--- config.mk ---
export PLATFORM = sky130hd
export DESIGN_NAME = dm_arbiter
export DESIGN_NICKNAME = d
export VERILOG_FILES = /design/src/rtl/dm_arbiter_pkg.sv /design/src/rtl/dm_arbiter_starve_cnt.sv /design/src/rtl/dm_arbiter.sv
export SDC_FILE = /design/constraint.sdc
export NUM_CORES = 1
export LEC_CHECK = 0
export BUFFER_PORTS_ARGS = -buffer_cell sky130_fd_sc_hd__buf_4
export CORE_AREA = 3 3 107 109
export CTS_BUF_LIST = sky130_fd_sc_hd__clkbuf_16
export DETAILED_ROUTE_END_ITERATION = 6
export DIE_AREA = 0 0 110 112
export PLACE_DENSITY = 0.5
export RECOVER_POWER = 50
export SLEW_MARGIN = 10
export SYNTH_ARGS = -nofsm -noshare
export SYNTH_HDL_FRONTEND = slang
export SYNTH_SLANG_ARGS = --single-unit
--- constraint.sdc ---
create_clock -name clk -period 3.5 [get_ports clk]
set_input_delay 0.525 -clock clk [delete_from_list [all_inputs] [get_ports clk]]
set_output_delay 0.525 -clock clk [all_outputs]
set_load 0.02 [all_outputs]
--- src/rtl/dm_arbiter_pkg.sv ---
// dm_arbiter_pkg: shared defaults and encodings for the data-memory arbiter
package dm_arbiter_pkg;
    localparam int DEPTH_DEF = 3072;
    localparam int MAX_WAIT_DEF = 4;
    typedef enum logic {NORM, FORCE} state_t;
    typedef enum logic [1:0] {SEL_NONE, SEL_CPU, SEL_DMA} sel_t;
endpackage

--- src/rtl/dm_arbiter_starve_cnt.sv ---
// starve_cnt: saturating count of consecutive DMA losses
module starve_cnt #(
    parameter int MAX = 4
) (
    input  logic clk,
    input  logic reset,
    input  logic clr,
    input  logic inc,
    output logic at_limit
);
    localparam int W = $clog2(MAX + 1);
    logic [W-1:0] cnt;
    always_ff @(posedge clk)
        if (reset || clr) cnt <= '0;
        else if (inc && cnt != W'(MAX)) cnt <= cnt + 1'b1;
    assign at_limit = cnt == W'(MAX - 1);
endmodule

--- src/rtl/dm_arbiter.sv ---
// dm_arbiter: single-port data-memory arbiter between CPU and DMA with
// anti-starvation forcing; read tags are registered, rvalid is masked while reset is high.
module dm_arbiter
    import dm_arbiter_pkg::*;
#(
    parameter int DEPTH = DEPTH_DEF,
    parameter int MAX_WAIT = MAX_WAIT_DEF
) (
    input  logic        clk,
    input  logic        reset,
    input  logic        c_req,
    input  logic        c_we,
    input  logic [31:0] c_addr,
    input  logic [31:0] c_wdata,
    output logic        c_stall,
    output logic        c_rvalid,
    output logic [31:0] c_rdata,
    input  logic        d_req,
    input  logic        d_we,
    input  logic [31:0] d_addr,
    input  logic [31:0] d_wdata,
    output logic        d_gnt,
    output logic        d_rvalid,
    output logic [31:0] d_rdata,
    output logic        mem_en,
    output logic        mem_we,
    output logic [11:0] mem_addr,
    output logic [31:0] mem_wdata,
    input  logic [31:0] mem_rdata,
    output logic        err
);
    state_t state;
    sel_t sel;
    logic blk, rst_q, both, at_limit, issue, oor, w_we;
    logic c_rv_q, d_rv_q, zero_q;
    logic [29:0] w_addr;
    logic [31:0] w_wdata;
    logic [1:0] unused_lsb;
    assign unused_lsb = c_addr[1:0] ^ d_addr[1:0];
    // nothing is issued in the reset cycle nor the cycle right after it
    assign blk = reset || rst_q;
    always_comb
        sel = blk ? SEL_NONE
            : state == FORCE ? (d_req ? SEL_DMA : c_req ? SEL_CPU : SEL_NONE)
            : (c_req ? SEL_CPU : d_req ? SEL_DMA : SEL_NONE);
    assign issue = sel != SEL_NONE;
    assign w_addr = sel == SEL_DMA ? d_addr[31:2] : c_addr[31:2];
    assign w_wdata = sel == SEL_DMA ? d_wdata : c_wdata;
    assign w_we = sel == SEL_DMA ? d_we : c_we;
    assign oor = w_addr >= 30'(DEPTH);
    assign mem_en = issue && !oor;
    assign mem_we = mem_en && w_we;
    assign mem_addr = w_addr[11:0];
    assign mem_wdata = w_wdata;
    assign err = issue && oor;
    assign c_stall = c_req && !blk && sel != SEL_CPU;
    assign d_gnt = d_req && sel == SEL_DMA;
    assign both = !blk && state == NORM && c_req && d_req;
    starve_cnt #(.MAX(MAX_WAIT)) u_starve (
        .clk(clk),
        .reset(reset),
        .clr(!both),
        .inc(both),
        .at_limit(at_limit)
    );
    always_ff @(posedge clk)
        if (reset) begin
            state <= NORM;
            rst_q <= 1'b1;
            c_rv_q <= 1'b0;
            d_rv_q <= 1'b0;
            zero_q <= 1'b0;
        end else begin
            state <= (both && at_limit) ? FORCE : NORM;
            rst_q <= 1'b0;
            c_rv_q <= sel == SEL_CPU && !w_we;
            d_rv_q <= sel == SEL_DMA && !w_we;
            zero_q <= oor;
        end
    assign c_rvalid = c_rv_q && !reset;
    assign d_rvalid = d_rv_q && !reset;
    assign c_rdata = (c_rvalid && !zero_q) ? mem_rdata : '0;
    assign d_rdata = (d_rvalid && !zero_q) ? mem_rdata : '0;
endmodule

==> results.cfg <==
[floorplan]
start_util_pct = 13.6
io_pins = 281
core_um2 = 10700
die_h_um = 112
die_w_um = 110
fp.dieArea_um2 = 12300
rows = 38

[route]
wl_per_cell_um = 14.5
antenna_left = 0
drt_wl_total_mm = 8.55
dr.pass1.iters = 6
vias = 2311
vias_per_cell = 3.93
drc = 0
drt-initial-drc-count = 98

[logic_synthesis]
synth_cells = 177
synth.top_cell.area_share_pct = 32.4
seq_area_frac_synth_pct = 11.0
synth_top_cell_by_area = mux2_2
synthDistinctLibCells = 28
yosysWarnings = 0
avgSynthCellArea_um2 = 8.24
netlist_top_cells_area = mux2_2, and2_1, dfxtp_1
netlist_area_um2 = 1460
synthesis.nets = 346
synth_seq_cells = 8

[clocking]
clkTransAtPathRegs_ns = 0.04
numCtsBuffers = 3
hold_buffers = 0
cts_tree = built
cts_max_level = 1
clk_latency_ns = 0.23
clkSinkCount = 8
post-cts-setup-buffers = 0
cts_resized = 0
root_buffer = clkbuf_16
cts_buffer_depth = 2

[placement]
dp_slack_ns = 0.986
dp_hpwl_mm = 7.75
gp_congestion = 0.704
portBuffers = 276

[global_route]
overflow = 0
grt_max_degree = 48
antenna_found_initial = 0
grt_pass1_vias = 2342
grt_pass1_wl_mm = 12.0
grt_util_all_layers_pct = 12.3

[layout]
n_antenna_cell = 0
n_fill_cell = 1106
final_layout_size_suffix_gt1_share_pct = 67.9
area_delta_synth_final_pct = 149
utilization_pct = 34.0
nets = 619

[setup_path]
path_max_fanout = 32
end_kind = output port
critPathRequiredTime_ns = 2.97
cp.arrival_ns = 2.27
crit_path_start_kind = input port
crit_type = in -> out

[sta]
skew_ns = 0.000844
drv_slew = 0
min_period_ns = 2.80
finalCritPeriodShare_pct = 80.0
relSlewSlack_pct = 30.3
fin_setup_tns_ns = 0
max_clock_freq_mhz = 357
rsz0062_at_grt = no
tightest_slew_ns = 1.05
final_hold_viol_count = 0
setup_ws_ns = 0.702
finalSetupViolations = 0

[run_status]
status = finished, final reports clean

[flow_run]
max_cap_violations = 0

[pwr]
powerDensity_nw_per_um2 = 164
power.leakage_uw = 0.00187
peakVddDrop_mv = 0.0774

[worst_hold_path]
hold_path_class = in -> reg
-- power breakdown --
part	total [µW]	switching [µW]	internal [µW]	leakage, µW
logic	311	120	191	0.00176
clock network	190	42.5	147	0.0000370
registers	95.0	1.14	93.8	0.0000654
total	596	164	432	0.00187
-- sequential cells by signal (all words and copies together) (netlist names) --
signal	flops
d_rv_q	1
u_starve.cnt	3
state	1
zero_q	1
rst_q	1
c_rv_q	1
-- cell families (layout without fill, tap and decap cells) --
kind of cell | after synthesis | count (layout) | synth area share (%)
compound gates | 8 | 8 | 3.69
xor+xnor | 1 | 1 | 0.600
fa+ha+maj | 3 | 3 | 2.57
buf+inv | 16 | 287 | 6.26
flops | 8 | 8 | 11.0
mux | 45 | 45 | 35.2
simple gates | 96 | 96 | 40.7
-- stage by stage --
step	hold slack (ns)	instance area (µm²)	total power, µW	instances
after global placement	0.471	3660	411	585
after global routing	0.471	3640	630	588
after floorplan	0.457	1460	203	177
after CTS	0.447	3730	608	588
final	0.465	3640	596	588
after detailed placement	0.483	3660	414	585
-- synthesized netlist by cell type --
| master | count |
|---|---|
| mux2_2 | 42 |
| and2_1 | 64 |
| nor3b_2 | 2 |
| xnor2_1 | 1 |
| and4_1 | 1 |
| or4_1 | 1 |
| mux2i_1 | 1 |
| nand2_1 | 3 |
| buf_6 | 4 |
| a211o_1 | 1 |
| nor2_1 | 6 |
| clkbuf_1 | 6 |
| a211oi_1 | 2 |
| inv_1 | 5 |
| mux2_4 | 2 |
| o21ai_0 | 1 |
| a2bb2o_1 | 1 |
| nand4b_1 | 1 |
| dfxtp_1 | 8 |
| a21oi_1 | 3 |
| nor2b_1 | 5 |
| nand3_1 | 2 |
| nand4_1 | 1 |
| ha_1 | 3 |
| buf_2 | 1 |
| and3_1 | 2 |
| nand2b_1 | 1 |
| nor4_1 | 7 |
-- worst max-delay path, cell delays in order --
cell and delay [ns]:
clkbuf_1 0.15, nor2b_1 0.18, nor2b_1 0.15, clkbuf_1 0.78
and2_1 0.23, clkbuf_1 0.25
-- path summary, 6_finish.rpt --
| path | from | depth (start not counted) | slack (ns) | to |
|---|---|---|---|---|
| worst max-delay path | reset | 6 | 0.70 | d_rdata[2] |
| worst min-delay path | d_we | 2 | 0.47 | d_rv_q |
| worst max register to register | state | 4 | 2.21 | d_rv_q |
| worst min register to register | u_starve.cnt[2] | 2 | 0.48 | u_starve.cnt[1] |
-- cell type report --
type	count	area [µm²]	area share, %
Timing Repair Buffer	279	2000	55.0
Multi-Input combinational cell	153	1210	33.2
Tap cell	140	175	4.81
Sequential cell	8	160	4.40
Clock buffer	3	75.1	2.06
Inverter	5	18.8	0.516
-- cell usage in the layout, fill, tap and decap left out --
cell type / synthesis / routed
nand4_1: 1 / 1
or4_1: 1 / 1
mux2_2: 42 / 42
a2bb2o_1: 1 / 1
nand2_1: 3 / 2
clkbuf_16: 0 / 3
mux2_4: 2 / 2
nand4b_1: 1 / 1
a211o_1: 1 / 1
nand2b_1: 1 / 1
and3_1: 2 / 2
mux2i_1: 1 / 1
nand3_1: 2 / 2
clkbuf_4: 0 / 1
nand2_2: 0 / 1
buf_4: 0 / 253
nor2_1: 6 / 6
ha_1: 3 / 3
and2_1: 64 / 44
clkbuf_1: 6 / 25
dfxtp_1: 8 / 8
nor4_1: 7 / 7
inv_1: 5 / 5
a21oi_1: 3 / 3
nor3b_2: 2 / 2
xnor2_1: 1 / 1
a211oi_1: 2 / 2
nor2b_1: 5 / 5
o21ai_0: 1 / 1
and4_1: 1 / 1
and2_0: 0 / 20
-- routing by layer --
| metal | up-vias | global-route usage [%] | wire length, µm | share of wire [%] |
|---|---|---|---|---|
| li1 | 1152 | - | - | - |
| met5 | - | 0 | 0 | 0 |
| met4 | 0 | 2.24 | 61 | 0.71 |
| met3 | 5 | 4.00 | 1240 | 15 |
| met2 | 165 | 23.5 | 4380 | 51 |
| met1 | 989 | 12.8 | 2870 | 34 |
(Power assumes the default switching activity.)
